File: src/rtl/alu_arbiter.sv
// Round-robin arbiter sharing one combinational 8-bit ALU between NUM_REQ
// requesters. Each operation walks IDLE -> EXEC -> RESP. The response is
// held until the consumer takes it.
module alu_arbiter #(
  parameter  int NUM_REQ = 4,
  localparam int ID_W    = $clog2(NUM_REQ)
) (
  input  logic                   clk,
  input  logic                   reset,
  input  logic [NUM_REQ-1:0]     req_valid,
  output logic [NUM_REQ-1:0]     req_ready,
  input  logic [8*NUM_REQ-1:0]   req_a,
  input  logic [8*NUM_REQ-1:0]   req_b,
  input  logic [4*NUM_REQ-1:0]   req_ctrl,
  output logic [7:0]             alu_a,
  output logic [7:0]             alu_b,
  output logic [3:0]             alu_ctrl,
  input  logic [31:0]            alu_result,
  input  logic                   alu_zero,
  output logic                   rsp_valid,
  input  logic                   rsp_ready,
  output logic [ID_W-1:0]        rsp_id,
  output logic [31:0]            rsp_result,
  output logic                   rsp_zero,
  output logic                   rsp_illegal,
  output logic                   busy
);

  typedef enum logic [1:0] {IDLE, EXEC, RESP} state_t;

  typedef struct packed {
    logic [7:0] a;
    logic [7:0] b;
    logic [3:0] ctrl;
  } op_t;

  // The flat request buses have the same bit layout as these packed arrays.
  logic [NUM_REQ-1:0][7:0] a_arr, b_arr;
  logic [NUM_REQ-1:0][3:0] c_arr;
  assign a_arr = req_a;
  assign b_arr = req_b;
  assign c_arr = req_ctrl;

  state_t          state;
  op_t             op;
  logic [ID_W-1:0] id_reg;
  logic [ID_W-1:0] rr_ptr;
  logic [ID_W-1:0] gnt;
  logic            any_vld;

  function automatic logic illegal_op(input logic [3:0] c);
    case (c)
      4'b0000, 4'b0001, 4'b0010, 4'b0110, 4'b0111, 4'b1100: illegal_op = 1'b0;
      default:                                              illegal_op = 1'b1;
    endcase
  endfunction

  // Round-robin pick. The loop runs from farthest to nearest so that the
  // valid requester closest to rr_ptr is the last one written and wins.
  always_comb begin
    int idx;
    idx     = 0;
    gnt     = '0;
    any_vld = 1'b0;
    for (int k = NUM_REQ - 1; k >= 0; k--) begin
      idx = int'(rr_ptr) + k;
      if (idx >= NUM_REQ) idx = idx - NUM_REQ;
      if (req_valid[idx]) begin
        gnt     = ID_W'(idx);
        any_vld = 1'b1;
      end
    end
  end

  // Accept is one-hot on the winner, and only while idle.
  always_comb begin
    req_ready = '0;
    if (state == IDLE && any_vld) req_ready[gnt] = 1'b1;
  end

  // The ALU always sees the latched operands, never the live request buses.
  assign alu_a    = op.a;
  assign alu_b    = op.b;
  assign alu_ctrl = op.ctrl;
  assign busy     = (state != IDLE);

  // Arbitration FSM. It owns the operand, response and pointer registers.
  always_ff @(posedge clk) begin
    if (reset) begin
      state       <= IDLE;
      rr_ptr      <= '0;
      op          <= '0;
      id_reg      <= '0;
      rsp_valid   <= 1'b0;
      rsp_id      <= '0;
      rsp_result  <= '0;
      rsp_zero    <= 1'b0;
      rsp_illegal <= 1'b0;
    end else begin
      case (state)
        IDLE: if (any_vld) begin
          op.a    <= a_arr[gnt];
          op.b    <= b_arr[gnt];
          op.ctrl <= c_arr[gnt];
          id_reg  <= gnt;
          state   <= EXEC;
        end
        EXEC: begin
          rsp_result  <= alu_result;
          rsp_zero    <= alu_zero;
          rsp_illegal <= illegal_op(op.ctrl);
          rsp_id      <= id_reg;
          rsp_valid   <= 1'b1;
          state       <= RESP;
        end
        RESP: if (rsp_ready) begin
          rsp_valid <= 1'b0;
          rr_ptr    <= (rsp_id == ID_W'(NUM_REQ - 1)) ? '0 : rsp_id + ID_W'(1);
          state     <= IDLE;
        end
        default: state <= IDLE;
      endcase
    end
  end

endmodule

File: config.mk
export PLATFORM = sky130hd
export DESIGN_NAME = alu_arbiter
export DESIGN_NICKNAME = d
export VERILOG_FILES = /design/src/rtl/alu_arbiter.sv
export SDC_FILE = /design/constraint.sdc
export NUM_CORES = 1
export LEC_CHECK = 0
export ABC_CLOCK_PERIOD_IN_PS = 1650
export BUFFER_PORTS_ARGS = -buffer_cell sky130_fd_sc_hd__buf_2
export CELL_PAD_IN_SITES_DETAIL_PLACEMENT = 1
export CELL_PAD_IN_SITES_GLOBAL_PLACEMENT = 1
export CORE_ASPECT_RATIO = 1.5
export CORE_MARGIN = 2
export CORE_UTILIZATION = 28
export DETAILED_ROUTE_END_ITERATION = 10
export GPL_TIMING_DRIVEN = 0
export HOLD_SLACK_MARGIN = 0.03
export PLACE_DENSITY_LB_ADDON = 0.1
export SYNTH_ARGS = -nofsm -noshare
export SYNTH_HDL_FRONTEND = slang
export SYNTH_SLANG_ARGS = --single-unit
File: constraint.sdc
create_clock -name clk -period 1.65 [get_ports clk]
set_clock_uncertainty 0.05 [all_clocks]
set_input_delay 0.165 -clock clk [delete_from_list [all_inputs] [get_ports clk]]
set_output_delay 0.165 -clock clk [all_outputs]
set_load 0.01 [all_outputs]
==> run summary <==
Once placement finished, the instance area stood at 4260 sq um. TritonCTS built the clock tree. Buffers placed on the I/O ports in this run total 180. The worst-skew pair later-pin latency is 0.33 ns, and the final design utilization is 47.1%. The tools report the pin count of the biggest net entering global routing as 13. After detailed routing, the wire length on met1 is 4290 um.

The share of layout cells above drive strength 1 works out to 46.6%. The min-delay analysis places its worst path in the category in -> reg. After detailed routing, the average wire length per cell comes to 15.3 um. The run gives 8310 um as the detailed-placement wirelength estimate. Wire segments on met3 add up to 788 um in the final route.

The run finished, with violations left. The clock passes through at most 2 buffers. The number of H-tree levels was 3. sky130_fd_sc_hd__nand2_1 is the most common cell in the netlist. The logs give 0 for the diode insertion count for antenna repair and 39.8% for the post-synthesis sequential area ratio. In the synthesized netlist, the cells that appear most often are 93 x sky130_fd_sc_hd__nand2_1, 63 x sky130_fd_sc_hd__dfxtp_1, 43 x sky130_fd_sc_hd__a21oi_1.

The max capacitance violation total came out at 0. After detailed routing, no signal wire sits above met4. The data required time at the worst endpoint is 1.43 ns.

Across the VDD grid, the largest voltage drop is 793 uV. Dividing the detail-routed via count by the number of cells gives 4.77. The first-iteration detailed-routing DRC count was 86. The cell type with the highest aggregate area in the netlist is sky130_fd_sc_hd__dfxtp_1. At the pin with the least slew margin, the transition time is 0.516 ns.

The register with the most flip-flops was rsp_result. The largest fanout of any net on the critical path works out to 7. The run gives 1.67 ns as the worst endpoint data arrival time. The tools report the launching element type of the critical path as a flop.

Area added between synthesis and finish: 64.3%. The synthesis warning total came out at 0. The register with the most flip-flops in the layout has 32 of them. Floorplan die area: 12200 sq um. Summed over all layers, the routed wires come to 11600 um.

The tree is rooted in a sky130_fd_sc_hd__clkbuf_16. STA classifies the critical path endpoint as a primary output. The detailed-route via count was 3606; the setup-violating endpoint count in the final report was 24. The tools report the number of antenna violations at the first check in global routing as 0. The floorplan step defined a core boundary enclosing 11100 sq um.

The final reports fail on setup timing. The number of hold violations in the final report is 0, and the global-route wire length before repair is 18400 um. The logs give 495 for the post-synthesis net count and 65.6% for the headroom to the max-slew limit. The run gives 0 as the total count of max-transition violations in the final report. The share of flip-flops with an asynchronous set or reset after synthesis was 0%; the standby leakage power was 2.43 nW. Global routing used 18.8% of the available tracks. In this run the vertical extent of the chip is 134 um. The via count of the first global-routing pass came out at 3779. Slack of the critical path: -0.237 ns. Timing would allow up to 0.530 GHz.

The clock-pin slew on the worst setup and hold paths is 0.06 ns. The worst hold-check slack is 0.0380 ns. The mapped netlist covers 3170 sq um. The synthesized design contains 63 register bits. Most used flip-flop cell after synthesis: sky130_fd_sc_hd__dfxtp_1. The area of all placed cells without fillers was 5210 sq um; the final global-route overflow total was 0. The count of nets left with antenna violations once routing finished came out at 0.

The run gives 182 as the count of boundary I/O pins. In the post-synthesis netlist, the biggest area contributors are sky130_fd_sc_hd__dfxtp_1 40%, sky130_fd_sc_hd__nand2_1 11%, sky130_fd_sc_hd__o211ai_2 7.9%. The first detailed-routing pass took 4 iterations.

For the number of distinct library cell variants in the gate-level netlist after synthesis, the log shows 38. Dividing total power by cell area gives a power density of 966 nW/um^2. The routed design uses 6260 um of met2 wire.

Routability-driven placement finished with a final weighted congestion of 0.760. In this run the horizontal extent of the chip is 90.9 um. The shortest period the worst path allows is 1.89 ns, and the initial cell density of the core is 28.7%. After layout, the worst path uses 114% of the clock period. The run gives 9 as the total clock buffers created by CTS.

Setup repair after global routing could not meet its margin everywhere. Number of flops mapped to enable cells by yosys: 0. The setup path with the least slack is of type reg -> out.

After technology mapping, the gate count stands at 374. The total DRC errors in the routed layout is 0, and the number of cell rows is 47. The final layout contains 725 nets. The mean cell area of the mapped netlist works out to 8.48 sq um. The clock net in this run drives a total of 63 sinks. The area share of the leading cell type in the synthesized netlist is 39.8%.
==> metrics by stage <==
step	setup slack, ns	total power [mW]	cells	TNS (ns)
after global routing	-0.294	5.29	756	-4.54
after floorplan	0.0268	2.38	374	0
after global placement	-0.159	2.81	701	-3.43
after CTS	-0.236	5.07	756	-2.19
final	-0.237	5.03	756	-2.87
after detailed placement	-0.204	2.83	701	-5.29
==> timing repair <==
item                       CTS  global route
gates cloned                 1             1
pin swaps                    8             4
setup endpoints to repair   56            56
hold buffers                30             0
resized for setup           45            14
buffers inserted            10             2
hold endpoints to repair    30             0
==> final cells by class <==
cell class                 instances  area [sq um]
timing repair buffer             222          1330
multi-input combinational        275          1820
fill                            1391          5850
clock buffer                       9           225
tap                              147           184
buffer                            29           262
clock inverter                     7          97.6
sequential                        63          1270
inverter                           4          17.5
==> power by group <==
group	leakage [nW]	internal [mW]	switching (mW)
clock network	0.152	1.32	0.734
logic	1.76	0.601	0.631
registers	0.518	1.66	0.0822
total	2.43	3.59	1.45
==> cells by family (layout without fill, tap and decap cells) <==
kind of cell,Yosys count,count (layout),share of synthesized area (%)
simple gates,142,142,20.0
flops,63,63,39.8
compound gates,108,108,25.0
buf+inv,36,271,7.22
xor+xnor,1,1,0.276
fa+ha+maj,1,1,0.394
mux,23,23,7.30
==> critical path, stage by stage (launching register included) <==
cell	delay, ns
sky130_fd_sc_hd__dfxtp_4	0.40
sky130_fd_sc_hd__mux2i_4	0.27
sky130_fd_sc_hd__o22a_2	0.20
sky130_fd_sc_hd__nand2_4	0.06
sky130_fd_sc_hd__buf_8	0.13
sky130_fd_sc_hd__nor3_2	0.14
sky130_fd_sc_hd__buf_2	0.15
==> layout by cell type, fill, tap and decap left out, types with 11 or more instances in the layout <==
cell type / count
sky130_fd_sc_hd__o211ai_2: 20
sky130_fd_sc_hd__buf_2: 183
sky130_fd_sc_hd__a211o_1: 20
sky130_fd_sc_hd__nand3_1: 20
sky130_fd_sc_hd__nand2_1: 92
sky130_fd_sc_hd__o21ai_0: 20
sky130_fd_sc_hd__a21oi_1: 42
sky130_fd_sc_hd__dlygate4sd3_1: 30
sky130_fd_sc_hd__mux2i_1: 11
sky130_fd_sc_hd__dfxtp_1: 61
==> final timing paths <==
check	depth (start not counted)	to	start	slack, ns
min reg2reg	2	rsp_result[6]	rsp_result[6]	0.40
max reg2reg	7	alu_b[5]	rr_ptr[1]	-0.17
max	6	req_ready[3]	rr_ptr[1]	-0.24
min	3	rsp_result[7]	alu_result[7]	0.04
==> layer usage <==
layer | track usage (%) | vias to the layer above
met5 | 0 | -
met4 | 6.82 | 0
met3 | 5.34 | 20
met2 | 35.8 | 126
met1 | 19.3 | 1692
li1 | - | 1768
Power figures use the tool's default switching activity.
